[config.mk]
export PLATFORM = sky130hd
export DESIGN_NAME = rob_multi_cdb_flat
export DESIGN_NICKNAME = d
export VERILOG_FILES = /design/src/rtl/rob_multi_cdb_if.sv /design/src/rtl/rob_multi_cdb.sv /design/src/flat_wrapper.sv
export SDC_FILE = /design/constraint.sdc
export NUM_CORES = 2
export LEC_CHECK = 0
export CAP_MARGIN = 10
export CELL_PAD_IN_SITES_DETAIL_PLACEMENT = 0
export CELL_PAD_IN_SITES_GLOBAL_PLACEMENT = 1
export CORE_UTILIZATION = 58
export CTS_CLUSTER_SIZE = 8
export DETAILED_ROUTE_END_ITERATION = 10
export PLACE_DENSITY_LB_ADDON = 0.1
export SYNTH_ARGS = -nofsm -noshare
export SYNTH_HDL_FRONTEND = slang
export SYNTH_SLANG_ARGS = --single-unit
export TNS_END_PERCENT = 30
[constraint.sdc]
create_clock -name clk -period 11.1 [get_ports clk]
set_input_delay 1.11 -clock clk [delete_from_list [all_inputs] [get_ports clk]]
set_output_delay 1.11 -clock clk [all_outputs]
set_load 0.02 [all_outputs]
[src/rtl/rob_multi_cdb_if.sv]
// Bundle of dispatch, CDB, operand-read, commit and flush signals around the reorder buffer.
// master drives requests and results; slave is the ROB itself.
interface rob_multi_cdb_if #(
    parameter int ENTRIES = 32,
    parameter int TAG_W   = $clog2(ENTRIES),
    parameter int NCDB    = 2,
    parameter int XLEN    = 32
);
    logic                   dp_valid;
    logic [4:0]             dp_rd;
    logic                   dp_accept;
    logic [TAG_W-1:0]       dp_tag;
    logic                   full;
    logic                   empty;

    logic [NCDB-1:0]        cdb_valid;
    logic [NCDB*TAG_W-1:0]  cdb_tag;
    logic [NCDB*XLEN-1:0]   cdb_data;

    logic [TAG_W-1:0]       rd_tag1;
    logic [TAG_W-1:0]       rd_tag2;
    logic [XLEN:0]          rd_data1;
    logic [XLEN:0]          rd_data2;

    logic                   commit_we;
    logic [4:0]             commit_dest;
    logic [XLEN-1:0]        commit_data;
    logic [TAG_W-1:0]       commit_tag;

    logic                   flush;

    modport master (
        output dp_valid, dp_rd, cdb_valid, cdb_tag, cdb_data, rd_tag1, rd_tag2, flush,
        input  dp_accept, dp_tag, full, empty, rd_data1, rd_data2,
               commit_we, commit_dest, commit_data, commit_tag
    );

    modport slave (
        input  dp_valid, dp_rd, cdb_valid, cdb_tag, cdb_data, rd_tag1, rd_tag2, flush,
        output dp_accept, dp_tag, full, empty, rd_data1, rd_data2,
               commit_we, commit_dest, commit_data, commit_tag
    );
endinterface

[src/rtl/rob_multi_cdb.sv]
// Reorder buffer with NCDB parallel result buses: in-order allocate and retire,
// out-of-order completion, bypassed operand reads and a full flush.
module rob_multi_cdb #(
    parameter int ENTRIES = 32,
    parameter int TAG_W   = $clog2(ENTRIES),
    parameter int NCDB    = 2,
    parameter int XLEN    = 32
) (
    input  logic              clk,
    input  logic              reset,
    rob_multi_cdb_if.slave    bus
);
    localparam int CNT_W = TAG_W + 1;

    logic [TAG_W-1:0]       head;
    logic [TAG_W-1:0]       tail;
    logic [CNT_W-1:0]       count;
    logic [ENTRIES-1:0]     valid;
    logic [ENTRIES-1:0]     done;
    logic [4:0]             rd_q   [ENTRIES];
    logic [XLEN-1:0]        data_q [ENTRIES];

    logic [NCDB-1:0]        cdb_valid;
    logic [NCDB*TAG_W-1:0]  cdb_tag;
    logic [NCDB*XLEN-1:0]   cdb_data;

    logic                   kill;
    logic                   is_full;
    logic                   is_empty;
    logic                   accept;
    logic                   retire;

    logic [ENTRIES-1:0]     wr_hit;
    logic [XLEN-1:0]        wr_data [ENTRIES];

    assign cdb_valid = bus.cdb_valid;
    assign cdb_tag   = bus.cdb_tag;
    assign cdb_data  = bus.cdb_data;

    // Reset mid-operation clears state exactly like a flush.
    assign kill     = bus.flush | ~reset;
    assign is_full  = (count == CNT_W'(ENTRIES));
    assign is_empty = (count == '0);
    assign accept   = bus.dp_valid & ~is_full & ~kill;
    assign retire   = ~is_empty & done[head] & ~kill;

    assign bus.full        = is_full;
    assign bus.empty       = is_empty;
    assign bus.dp_accept   = accept;
    assign bus.dp_tag      = tail;
    assign bus.commit_we   = retire & (rd_q[head] != 5'd0);
    assign bus.commit_dest = rd_q[head];
    assign bus.commit_data = data_q[head];
    assign bus.commit_tag  = head;

    // Channels are scanned high to low so the lowest index wins a duplicate tag.
    always_comb begin
        for (int e = 0; e < ENTRIES; e++) begin
            wr_hit[e]  = 1'b0;
            wr_data[e] = '0;
            for (int i = NCDB - 1; i >= 0; i--) begin
                if (cdb_valid[i] && valid[e] && (cdb_tag[i*TAG_W +: TAG_W] == TAG_W'(e))) begin
                    wr_hit[e]  = 1'b1;
                    wr_data[e] = cdb_data[i*XLEN +: XLEN];
                end
            end
        end
    end

    function automatic logic [XLEN:0] lookup(input logic [TAG_W-1:0] tag);
        logic [XLEN:0] res;
        res = '0;
        if (valid[tag] && done[tag]) begin
            res = {1'b1, data_q[tag]};
        end else begin
            for (int i = NCDB - 1; i >= 0; i--) begin
                if (cdb_valid[i] && (cdb_tag[i*TAG_W +: TAG_W] == tag)) begin
                    res = {1'b1, cdb_data[i*XLEN +: XLEN]};
                end
            end
        end
        return res;
    endfunction

    assign bus.rd_data1 = lookup(bus.rd_tag1);
    assign bus.rd_data2 = lookup(bus.rd_tag2);

    // Retire is applied after CDB writes so the head entry always ends up cleared.
    always_ff @(posedge clk) begin
        if (kill) begin
            head  <= '0;
            tail  <= '0;
            count <= '0;
            valid <= '0;
            done  <= '0;
        end else begin
            for (int e = 0; e < ENTRIES; e++) begin
                if (wr_hit[e]) begin
                    done[e] <= 1'b1;
                end
            end
            if (accept) begin
                valid[tail] <= 1'b1;
                done[tail]  <= 1'b0;
                tail        <= tail + 1'b1;
            end
            if (retire) begin
                valid[head] <= 1'b0;
                done[head]  <= 1'b0;
                head        <= head + 1'b1;
            end
            count <= count + CNT_W'(accept) - CNT_W'(retire);
        end
    end

    always_ff @(posedge clk) begin
        if (!kill) begin
            for (int e = 0; e < ENTRIES; e++) begin
                if (wr_hit[e]) begin
                    data_q[e] <= wr_data[e];
                end
            end
            if (accept) begin
                rd_q[tail] <= bus.dp_rd;
            end
        end
    end
endmodule

[src/flat_wrapper.sv]
// flat-port wrapper written by rule: the top's interface ports become plain ports
module rob_multi_cdb_flat 
#(
    parameter int ENTRIES = 32,
    parameter int TAG_W   = $clog2(ENTRIES),
    parameter int NCDB    = 2,
    parameter int XLEN    = 32
)
  (clk, reset, bus_dp_valid, bus_dp_rd, bus_cdb_valid, bus_cdb_tag, bus_cdb_data, bus_rd_tag1, bus_rd_tag2, bus_flush, bus_dp_accept, bus_dp_tag, bus_full, bus_empty, bus_rd_data1, bus_rd_data2, bus_commit_we, bus_commit_dest, bus_commit_data, bus_commit_tag);
  rob_multi_cdb_if #(.ENTRIES(ENTRIES), .TAG_W(TAG_W), .NCDB(NCDB), .XLEN(XLEN)) bus_i ();
  input  logic clk;
  input  logic reset;
  input wire logic [$bits(bus_i.dp_valid)-1:0] bus_dp_valid;
  input wire logic [$bits(bus_i.dp_rd)-1:0] bus_dp_rd;
  input wire logic [$bits(bus_i.cdb_valid)-1:0] bus_cdb_valid;
  input wire logic [$bits(bus_i.cdb_tag)-1:0] bus_cdb_tag;
  input wire logic [$bits(bus_i.cdb_data)-1:0] bus_cdb_data;
  input wire logic [$bits(bus_i.rd_tag1)-1:0] bus_rd_tag1;
  input wire logic [$bits(bus_i.rd_tag2)-1:0] bus_rd_tag2;
  input wire logic [$bits(bus_i.flush)-1:0] bus_flush;
  output wire logic [$bits(bus_i.dp_accept)-1:0] bus_dp_accept;
  output wire logic [$bits(bus_i.dp_tag)-1:0] bus_dp_tag;
  output wire logic [$bits(bus_i.full)-1:0] bus_full;
  output wire logic [$bits(bus_i.empty)-1:0] bus_empty;
  output wire logic [$bits(bus_i.rd_data1)-1:0] bus_rd_data1;
  output wire logic [$bits(bus_i.rd_data2)-1:0] bus_rd_data2;
  output wire logic [$bits(bus_i.commit_we)-1:0] bus_commit_we;
  output wire logic [$bits(bus_i.commit_dest)-1:0] bus_commit_dest;
  output wire logic [$bits(bus_i.commit_data)-1:0] bus_commit_data;
  output wire logic [$bits(bus_i.commit_tag)-1:0] bus_commit_tag;
  assign bus_i.dp_valid = bus_dp_valid;
  assign bus_i.dp_rd = bus_dp_rd;
  assign bus_i.cdb_valid = bus_cdb_valid;
  assign bus_i.cdb_tag = bus_cdb_tag;
  assign bus_i.cdb_data = bus_cdb_data;
  assign bus_i.rd_tag1 = bus_rd_tag1;
  assign bus_i.rd_tag2 = bus_rd_tag2;
  assign bus_i.flush = bus_flush;
  assign bus_dp_accept = bus_i.dp_accept;
  assign bus_dp_tag = bus_i.dp_tag;
  assign bus_full = bus_i.full;
  assign bus_empty = bus_i.empty;
  assign bus_rd_data1 = bus_i.rd_data1;
  assign bus_rd_data2 = bus_i.rd_data2;
  assign bus_commit_we = bus_i.commit_we;
  assign bus_commit_dest = bus_i.commit_dest;
  assign bus_commit_data = bus_i.commit_data;
  assign bus_commit_tag = bus_i.commit_tag;
  rob_multi_cdb #(.ENTRIES(ENTRIES), .TAG_W(TAG_W), .NCDB(NCDB), .XLEN(XLEN)) u_core (.clk(clk), .reset(reset), .bus(bus_i));
endmodule
# Yosys cells after proc, flatten, opt, wreduce, memory -nomap -nowiden
# Memories as Yosys holds them, arrays and structs flattened. A register that Yosys moved wholly into a read port is not among the register bits.
# Index checks and enable logic that the tools add are counted.
# classes
n_addsub	4
n_lt_le_gt_ge	6
n_eq_ne	67
n_mux	321
n_bitwise	16
n_reduce_logical	140
# ops
operator	count
$mux W32	70
$mux W1	234
$mux W33	6
$eq A5 B5 Y1 const B	32
$logic_and A1 B1 Y1	136
$and A32 B32 Y32	3
$eq A5 B4 Y1 const B	16
$not A32 Y32	2
$eq A5 B3 Y1 const B	8
$or A32 B32 Y32	1
$bmux W1 S5	5
$lt A5 B6 Y1 const B	4
$eq A5 B2 Y1 const B	4
$eq A5 B5 Y1	4
$mux W5	4
$add A5 B1 Y5 const B	2
$demux W1 S5	2
$eq A5 B1 Y1 const B	2
$ge A5 B1 Y1 const B	2
$logic_not A5 Y1	2
$add A6 B1 Y6	1
$eq A6 B6 Y1 const B	1
$logic_not A6 Y1	1
$sub A6 B1 Y6	1
other kinds (4)	11
# word_totals
reg_bits	80
ramBits	1184
in_bits	95
output_inout_bits	117
elab_cells	561
memories	2
# memory_table
memory	words	width	read_ports	rd_clocked_by_memory_dff	write_ports	line_no	text
u_core.data_q	32	32	3	1	32	rob_multi_cdb.sv:21	logic [XLEN-1:0] data_q [ENTRIES];
u_core.rd_q	32	5	1	1	1	rob_multi_cdb.sv:20	logic [4:0] rd_q [ENTRIES];

# Depth between registers and ports, before layout
# depth
word_depth	11
ltp_mapped	16
ltp_nobuf	14

# Worst setup path before layout
# No wires, ideal clock.
# synth_timing
kind	input to output
startpoint	input port bus_rd_tag2[0]
endpoint	output port bus_rd_data2[10]
t_arrival_ns	3.589
t_required_ns	9.990
setup_slack_ns	6.401
stages	10
path_buffers	4
cell_sequence	clkbuf_1 -> clkbuf_1 -> buf_1 -> xor2_1 -> nor4_1 -> nand3_1 -> nor2_1 -> clkbuf_1 -> a22oi_1 -> mux2i_1
# synth_via
elab_chain_cells	5
word_cells_on_any_way	13
cone_classes	2 x eq/ne; 7 x mux; 3 x reduce/logical; 1 x memory
# synth_rtl
item	line_no	text
from (decl)	flat_wrapper.sv:19	input wire logic [$bits(bus_i.rd_tag2)-1:0] bus_rd_tag2;
parallel branches: the longest is 4 deep, another holds $bmux W1 S5	--	
$mux W33 (*)	rob_multi_cdb.sv:73	if (valid[tag] && done[tag]) begin
to (decl)	flat_wrapper.sv:26	output wire logic [$bits(bus_i.rd_data2)-1:0] bus_rd_data2;
# Every way passes the cells marked *. The select of a mux whose other input is x is not followed.

# Worst setup path after layout
# layout_timing
startpoint	input port bus_rd_tag1[2]
endpoint	output port bus_rd_data1[25]
# layout_via
elab_chain_cells	5
word_cells_on_any_way	13
cone_classes	2 x eq/ne; 7 x mux; 3 x reduce/logical; 1 x memory
# layout_rtl
item	line_no	text
from (decl)	flat_wrapper.sv:18	input wire logic [$bits(bus_i.rd_tag1)-1:0] bus_rd_tag1;
parallel branches: the longest is 4 deep, another holds $bmux W1 S5	--	
$mux W33 (*)	rob_multi_cdb.sv:73	
to (decl)	flat_wrapper.sv:25	output wire logic [$bits(bus_i.rd_data1)-1:0] bus_rd_data1;
# Marked as above.

==> results_dict.tcl <==
set metrics [dict create \
    status "complete, no violations" \
    fin_util 0.651 \
    synth-xor-area-share 0.00315 \
    min_to "u_core.done[27]" \
    powerDensity_nw_per_um2 127 \
    max-cap-violations 0 \
    vias 58400 \
    ys_seq_area_frac 0.478 \
    die_h_um 369 \
    clkSinkCount 1269 \
    drv_slew 0 \
    initial_utilization 0.585 \
    start_kind "input pin" \
    final_cells 6623 \
    grt_max_degree 138 \
    placed_cells_incl_taps 6376 \
    relSlewSlack 0.0815 \
    synth_area_leaders "edfxtp_1 46%, mux4_2 30%, a22o_1 12%" \
    numCtsBuffers 177 \
    p_leak_nw 25.3 \
    drc 0 \
    ant_nets 0 \
    period_share 0.646 \
    synth_compound_area_frac 0.135 \
    grt_overflow 0 \
    worstPathArrival_ns 6.06 \
    clk-insertion-delay-late_ns 0.86 \
    wirelength_um 320000 \
    syn_to_final_growth_pct 11.3 \
    fp-row-count 134 \
    mostFrequentLayoutCells "1184 x edfxtp_1, 1037 x mux4_2, 1026 x a22o_1, 207 x buf_4, 201 x clkdlybuf4s50_1" \
    place_hpwl_um 171000 \
    hold_path_class "reg2reg" \
    timing.final.ws_setup_ns 3.93 \
    final_layout_size_suffix_gt1_frac 0.328 \
    die_area_um2 136000 \
    viasPerCell 8.82 \
    syn-cell-area_um2 77900 \
    final_common_cell "edfxtp_1" \
    nNetsFinal 4907 \
    yosysTopAreaCell "edfxtp_1" \
    pre_cts_slack_ns 4.30 \
    clockRootBuffer "clkbuf_16" \
    finalHoldViolCount 0 \
    slowest_stage "buf_4" \
    crit_path_frequent_cell "buf_4" \
    grt_pass1_vias 56200 \
    synth_fa_ha_area_frac 0.00299 \
    rsz0062_at_grt "false" \
    finalSetupViolCount 0 \
    syn_nets 5094 \
    ys_ff_latch 1269 \
    antenna_found_initial 11 \
    die_w_um 369 \
    fill_cells 9173 \
    syn_inst 4981 \
    clkTransAtPathRegs_ns 0.05 \
    first_pass_iters 8 \
    reg2reg_from "u_core.bus.commit_tag[0]" \
    drtIter0Drc 11800 \
    cts_tree "yes" \
    max_freq_ghz 0.139 \
    synth_mux_area_frac 0.314 \
    postCtsHoldBufs 0 \
    worst_r2r_path_depth 14 \
    r2r_slack_ns 7.07 \
    cts_resized 0 \
    min_path_cells 2 \
    synth-edff-count 1184 \
    track_usage 0.472 \
    fin_setup_tns_ns 0 \
    finClkSkew_ns 0.0314 \
    worst_hold_startpoint "u_core.done[27]" \
    yosysUniqueCellTypes 49 \
    max_stage_delay_ns 0.99 \
    path_class "in2out" \
    clock_tree.buffer_depth 3 \
    cp_max_fo 91 \
    avgSynthCellArea_um2 15.6 \
    synthSimpleGateAreaFrac 0.0258 \
    multi_input_area_um2 38200 \
    ctsHtreeMaxLevel 4 \
    wl_per_cell_um 48.4 \
    crit_required_ns 9.99 \
    total_power_mw 11.0 \
    seq_area_um2 37300 \
    ys_async_sr_fraction 0 \
    r2r-end "u_core.count[4]" \
    grt_first_pass_wirelength_um 440000 \
    worst_pin_slew_ns 1.37 \
    io_buffer_count 211 \
    synth_ff_type "edfxtp_1" \
    gp_congestion 0.931 \
    path_cells "buf_8 > buf_4 > xor2_1 > nor4_1 > and3_2 > nor2_4 > buf_4 > a221oi_1 > a21oi_1 > clkdlybuf4s50_1" \
    ios 212 \
    synth-warning-count 0 \
    coreArea_um2 133000 \
    period_needed_ns 7.17 \
    ir_worst_vdd_mv 0.135 \
    end_kind "output port" \
    synth_top_area_frac 0.456 \
    synth_top_family_by_area "multiplexers" \
    postCtsSetupRepairBufs 0 \
]
worst max path at each step:
| stage | from | cells past startpoint | slack, ns | end |
|---|---|---|---|---|
| after global placement | bus_rd_tag1[2] | 10 | 4.34 | bus_rd_data1[25] |
| final | bus_rd_tag1[2] | 10 | 3.93 | bus_rd_data1[25] |
| after global routing | bus_rd_tag1[2] | 10 | 4.01 | bus_rd_data1[25] |
| after floorplan | bus_rd_tag2[0] | 10 | 6.40 | bus_rd_data2[10] |
| after CTS | register | 7 | 4.29 | bus_commit_data[30] |
| after detailed placement | bus_rd_tag1[2] | 10 | 4.30 | bus_rd_data1[25] |
worst max-delay path: cells and delay by family:
family / cells / cell delay (ns)
AO/OA/AOI/OAI: 2 / 0.44
XOR/XNOR: 1 / 0.23
buffers and inverters: 4 / 2.80
AND/OR/NAND/NOR: 3 / 0.97
registers in the layout, indices dropped and copies added, names as in the netlist, named ones only:
name                   count
u_core.rd_q              160
u_core.done               32
u_core.bus.dp_tag          5
u_core.count               6
u_core.valid              32
u_core.bus.commit_tag      5
u_core.data_q           1024
Yosys cell counts (2+ instances only):
cell type / number
edfxtp_1: 1184
mux4_2: 1037
a22o_1: 1026
clkbuf_1: 609
buf_1: 156
nand2_1: 141
nor2_1: 107
mux2i_1: 105
a21oi_1: 93
dfxtp_1: 85
nand3_1: 59
and3_1: 47
inv_1: 36
a221oi_1: 34
a22oi_1: 32
o21ai_0: 31
nor2b_1: 24
buf_2: 23
xor2_1: 19
ha_1: 17
a211oi_1: 15
a31o_2: 13
nor4_1: 12
a311o_1: 11
xnor2_1: 9
mux2_2: 6
nor3b_1: 6
and2_1: 5
nand2b_1: 5
nor3_1: 4
and2_0: 3
and3b_1: 3
nand4_1: 3
buf_6: 2
nand3b_1: 2
nor4bb_1: 2
o221ai_1: 2
or3b_2: 2
final cells by class:
cell class	count	share of cell area
flip-flops and latches	1269	0.430
repair buffers	425	0.0450
multi-input cells	2884	0.440
clock buffers	216	0.0529
diodes	6	0.000173
clock inverters	18	0.00499
well taps	1768	0.0255
inverters	37	0.00162
metal layers:
metal / global-route usage / vias to the layer above / share of wire
li1: - / 20900 / -
met1: 0.596 / 29300 / 0.32
met2: 0.653 / 6557 / 0.42
met3: 0.203 / 1582 / 0.18
met4: 0.330 / 26 / 0.086
met5: 0.0256 / - / 0.0018
stage by stage:
stage | hold slack, ns | area, µm²
3_5_place_dp | 0.515 | 81500
4_1_cts | 0.534 | 86500
5_1_grt | 0.559 | 86700
6_report | 0.542 | 86700
2_1_floorplan | 0.488 | 77900
3_3_place_gp | 0.514 | 81500
where the power goes:
part           switching (mW)  internal [mW]  total [mW]
clock                    2.19           2.90        5.08
combinational           0.453          0.287       0.740
sequential            0.00104           5.17        5.17
cell families after synthesis:
family	count (synthesis)
flops	1269
compound gates	1262
mux	1148
buf+inv	828
simple gates	428
xor+xnor	28
fa+ha+maj	18
(Power assumes the default switching activity.)
